===== config.mk =====
export PLATFORM = sky130hd
export DESIGN_NAME = rs232_tx_arbiter
export DESIGN_NICKNAME = d
export VERILOG_FILES = /design/src/rtl/rs232_tx_arbiter.sv
export SDC_FILE = /design/constraint.sdc
export NUM_CORES = 1
export LEC_CHECK = 0
export BUFFER_PORTS_ARGS = -buffer_cell sky130_fd_sc_hd__buf_4
export CAP_MARGIN = 20
export CORE_MARGIN = 3
export CORE_UTILIZATION = 29
export DETAILED_ROUTE_END_ITERATION = 8
export PLACE_DENSITY_LB_ADDON = 0.15
export RECOVER_POWER = 100
export SLEW_MARGIN = 40
export SYNTH_ARGS = -nofsm -noshare
export SYNTH_HDL_FRONTEND = slang
export SYNTH_SLANG_ARGS = --single-unit

===== constraint.sdc =====
create_clock -name clock_00_0192 -period 3.3 [get_ports clock_00_0192]
set_input_delay 0.66 -clock clock_00_0192 [delete_from_list [all_inputs] [get_ports clock_00_0192]]
set_output_delay 0.66 -clock clock_00_0192 [all_outputs]
set_load 0.01 [all_outputs]

===== src/rtl/rs232_tx_arbiter.sv =====
// Two-requester packet arbiter in front of a UART encoder: round-robin packet grant,
// one-byte load handshake with the encoder, and a stall watchdog that aborts hung packets.
module rs232_tx_arbiter #(
    parameter logic [15:0] TIMEOUT = 16'd3840
) (
    input  logic       clock_00_0192,
    input  logic       reset,
    input  logic       req0_valid,
    input  logic [7:0] req0_byte,
    input  logic       req0_last,
    output logic       req0_ready,
    input  logic       req1_valid,
    input  logic [7:0] req1_byte,
    input  logic       req1_last,
    output logic       req1_ready,
    input  logic       tx_busy,
    output logic       tx_start,
    output logic [7:0] tx_byte,
    output logic [1:0] grant,
    output logic       timeout_err,
    output logic [7:0] err_count
);

    typedef enum logic [1:0] {IDLE, SEND, WAIT_ACK, WAIT_DONE} state_t;

    state_t      state, state_next;
    logic [1:0]  grant_next;
    logic        ptr, ptr_next;          // 0 favours req0 on contention, 1 favours req1
    logic        last_q, last_next;
    logic [7:0]  tx_byte_next;
    logic        tx_start_next;
    logic        timeout_err_next;
    logic [7:0]  err_count_next;
    logic [15:0] stall, stall_next;
    logic        xfer;
    logic [7:0]  sel_byte;
    logic        sel_last;

    assign req0_ready = (state == SEND) && grant[0] && req0_valid && !tx_busy;
    assign req1_ready = (state == SEND) && grant[1] && req1_valid && !tx_busy;
    assign xfer       = req0_ready || req1_ready;
    assign sel_byte   = req1_ready ? req1_byte : req0_byte;
    assign sel_last   = req1_ready ? req1_last : req0_last;

    // NOTE: every variable gets a default before the case so no path leaves one unassigned (no latch).
    always_comb begin
        state_next       = state;
        grant_next       = grant;
        ptr_next         = ptr;
        last_next        = last_q;
        tx_byte_next     = tx_byte;
        tx_start_next    = 1'b0;
        timeout_err_next = 1'b0;
        err_count_next   = err_count;

        case (state)
            IDLE: begin
                if (req0_valid && (!req1_valid || !ptr)) begin
                    grant_next = 2'b01;
                    state_next = SEND;
                end else if (req1_valid) begin
                    grant_next = 2'b10;
                    state_next = SEND;
                end
            end
            SEND: begin
                if (xfer) begin
                    tx_byte_next  = sel_byte;
                    last_next     = sel_last;
                    tx_start_next = 1'b1;
                    state_next    = WAIT_ACK;
                end
            end
            WAIT_ACK: begin
                if (tx_busy) state_next = WAIT_DONE;
            end
            WAIT_DONE: begin
                if (!tx_busy) begin
                    if (last_q) begin
                        grant_next = 2'b00;
                        ptr_next   = grant[0];
                        state_next = IDLE;
                    end else begin
                        state_next = SEND;
                    end
                end
            end
            default: state_next = IDLE;
        endcase

        // Normal progress wins; the watchdog only fires when the state is going nowhere.
        if (state != IDLE && state_next == state && stall == TIMEOUT) begin
            state_next       = IDLE;
            grant_next       = 2'b00;
            ptr_next         = grant[0];
            timeout_err_next = 1'b1;
            if (err_count != 8'hFF) err_count_next = err_count + 8'd1;
        end

        if (state_next != state)  stall_next = 16'd0;
        else if (state != IDLE)   stall_next = stall + 16'd1;
        else                      stall_next = stall;
    end

    // NOTE: sequential state uses non-blocking assignments; reset is asynchronous and clears
    // every register, including mid-packet.
    always_ff @(posedge clock_00_0192 or posedge reset) begin
        if (reset) begin
            state       <= IDLE;
            grant       <= 2'b00;
            ptr         <= 1'b0;
            last_q      <= 1'b0;
            tx_byte     <= 8'h00;
            tx_start    <= 1'b0;
            timeout_err <= 1'b0;
            err_count   <= 8'h00;
            stall       <= 16'd0;
        end else begin
            state       <= state_next;
            grant       <= grant_next;
            ptr         <= ptr_next;
            last_q      <= last_next;
            tx_byte     <= tx_byte_next;
            tx_start    <= tx_start_next;
            timeout_err <= timeout_err_next;
            err_count   <= err_count_next;
            stall       <= stall_next;
        end
    end

endmodule


==> summary.txt <==
Global route
  – GRT overflow: 0
  – Largest net degree at the start of global routing: between 40 and 50
  – First-pass GRT wire length: 7762 um
  – Vias in the first global route: between 1,500 and 2,000
  – All-Layer GR Usage: 0.1154
  – Antenna violations before repair: 0

Yosys
  – Synth Cell Area: around 2100 sq um
  – Synth Register Bits: 40
  – Top post-synthesis cells by area: dfrtp_1 (48%), xnor2_1 (5.9%), mux2i_1 (4.8%)
  – Synth warn: 0
  – Distinct cells, synth: between 40 and 50
  – Synth top area share: 0.4843
  – Post-Syn Instances: between 200 and 250
  – Cell taking the most area after synthesis: dfrtp_1
  – Post-Syn Area per Cell: 10.03 sq um
  – Syn_nets: around 230
  – Sequential area share after synthesis: 0.4843

Floorplan
  – Die height: 90.43 um
  – Row count: 30
  – Starting density of the core: 0.3009
  – Placeable Area: around 6900 sq um
  – DIE WIDTH: between 90 and 100 um
  – Ports: 45
  – Die ar.: 8177 sq um

Cells and area
  – Antenna Cells: 0
  – Layout cells sized above 1: 0.1542
  – Most frequent cells in the layout: dfrtp_1 (40), clkbuf_1 (25), buf_4 (25)
  – Post-layout nets: roughly 280
  – Non-filler cells, final: roughly 350
  – Area delta synth->final: 20.64%
  – Design Area, Final: 2494 sq um
  – Commonest non-fill, non-tap cell in the layout: dfrtp_1

Detailed routing
  – DRT Wirelength: ~4300 um
  – Drt drc: 0
  – DR WL/cell: approximately 12 um
  – DR pass1 iterations: 4
  – Vias/cell: between 4 and 5
  – Vias post-DR: between 1,500 and 2,000
  – Post-DRT Antenna Nets: 0
  – 1st-iter DRT viols: 50

STA
  – Max transition margin: 0.4817
  – Final Hold Fails: 0
  – Period utilization: 0.8229
  – Hold WS: approximately 500 ps
  – Slew Limit Fails: 0
  – Worst-Margin Slew: 777.5 ps
  – Worst clock skew: 5.507 ps
  – Fmax: about 0.37 GHz
  – Fin crit period: 2716 ps
  – # setup viols final: 0
  – Setup TNS: 0 ps
  – RSZ-0062 raised after global routing: false
  – Final worst slack: ~600 ps

Pwr
  – P_leak: 1.053 nW
  – Worst vdd rail ir drop: between 200 and 250 uV
  – PD cells: about 570 nW/um^2

Critical path
  – Buf+Inv Stages, Crit Path: 2
  – Crit-path cells: inv_1, ha_1, or4b_1, or4_1, a21oi_2, clkbuf_1, nor3_1
  – RR Endpoint: stall[15]
  – Worst setup SP type: flip-flop
  – Critical path class: reg -> reg
  – Worst r2r src: stall[0]
  – Slowest cell delay on critical path: around 600 ps
  – Crit end category: flip-flop
  – CP max stage cell: clkbuf_1
  – FF-to-FF path depth: 7
  – CP Data Required Time: between 3000 and 4000 ps
  – Crit path DAT: approximately 2900 ps
  – Critical path's top delay family: simple AND/OR/NAND/NOR gates
  – Flop-to-flop setup slack: just under 600 ps
  – Crit-path max FO: 16

Place
  – Placed Area: roughly 2500 sq um
  – Port Buf Inserts: between 40 and 50
  – Placed cells: 342
  – Setup slack after placement: 811.2 ps
  – GP Congestion: ~0.7
  – DP Wirelength: just over 3000 um

Run status
  – Status: finished, final reports clean

Job
  – Maxcap violations: 0

Clocking
  – Register clock-pin slew on the reported worst setup and hold paths: 70 ps
  – CTS Buffer Depth: 2
  – CTS tree: done
  – CTS buffer count: 5
  – Post-CTS setup buffers: 0
  – Root Buffer: clkbuf_8
  – Post-CTS sizing: 0
  – CTS Hold Bufs: 0
  – Sink Count: 40
  – Worst skew pair latency: 290 ps
  – Max H-tree Level: 2

Hold path
  – Hold Crit Class: in -> async
==> tightest hold or removal path: stages <==
cell and delay (ps):
clkbuf_4 100, inv_1 40, buf_4 430
==> final cells by class <==
class	count	area, sq um
fill	715	4375
clock buffer	6	72.57
sequential	40	1001
timing repair buffer	50	285.3
tap	96	120.1
clock inverter	1	5.005
inverter	6	22.52
multi-input combinational	150	987.2
==> report_power, final <==
group	internal, mW	total (mW)	switching [mW]
clock network	0.144	0.302	0.159
registers	0.587	0.676	0.0882
logic	0.189	0.443	0.254
total	0.920	1.42	0.501
==> synth_stat cells (all sizes together) <==
cell and n:
a2111oi 1, a211o 1, a211oi 1, a21o 1, a21oi 4, a221oi 1
a22oi 1, a31o 1, a31oi 3, and3 7, and4 1, and4b 1
buf 5, clkbuf 5, dfrtp 40, ha 3, inv 6, maj3 1
mux2 5, mux2i 10, nand2 17, nand2b 4, nand3 11, nand4 3
nor2 13, nor2b 1, nor3 19, nor3b 1, nor4 1, o211ai 1
o21ai 12, or2 1, or3 1, or4 2, or4b 1, xnor2 14
xor2 6
==> worst max-delay path by stage <==
| stage | cells past startpoint | end | startpoint | slack [ps] |
|---|---|---|---|---|
| 2_1_floorplan | 6 | grant[1] | tx_busy | 990 |
| 3_3_place_gp | 6 | grant[0] | tx_busy | 860 |
| 3_5_place_dp | 6 | grant[1] | tx_busy | 810 |
| 4_1_cts | 8 | err_count[1] | stall[0] | 950 |
| 5_1_grt | 6 | stall[15] | state[1] | 420 |
| 6_report | 7 | stall[15] | stall[0] | 580 |
==> state kept, by name (all words and copies together) (netlist names) <==
signal / count
err_count: 8
grant: 2
last_q: 1
ptr: 1
stall: 16
state: 2
timeout_err: 1
tx_byte: 8
tx_start: 1
==> routing by layer <==
metal	vias to the layer above	wire [um]	GRT usage
met3	8	246	0.03417
met1	720	2068	0.1499
li1	818	-	-
met2	39	1934	0.1798
met4	0	80	0.04592
met5	-	0	0
==> cells by family after synthesis <==
group,Yosys count,share of synthesized area
fa+ha+maj,4,0.02300
mux,15,0.07567
buf+inv,16,0.03632
flops,40,0.4843
simple gates,84,0.2101
compound gates,27,0.08597
xor+xnor,20,0.08475
==> per-stage QoR <==
stage | utilization | total power, mW
2_1_floorplan | - | 0.9854
3_3_place_gp | 0.3654 | 1.190
3_5_place_dp | 0.3654 | 1.196
4_1_cts | 0.3767 | 1.508
5_1_grt | 0.3630 | 1.540
6_report | 0.3630 | 1.420
(Power assumes the default switching activity.)
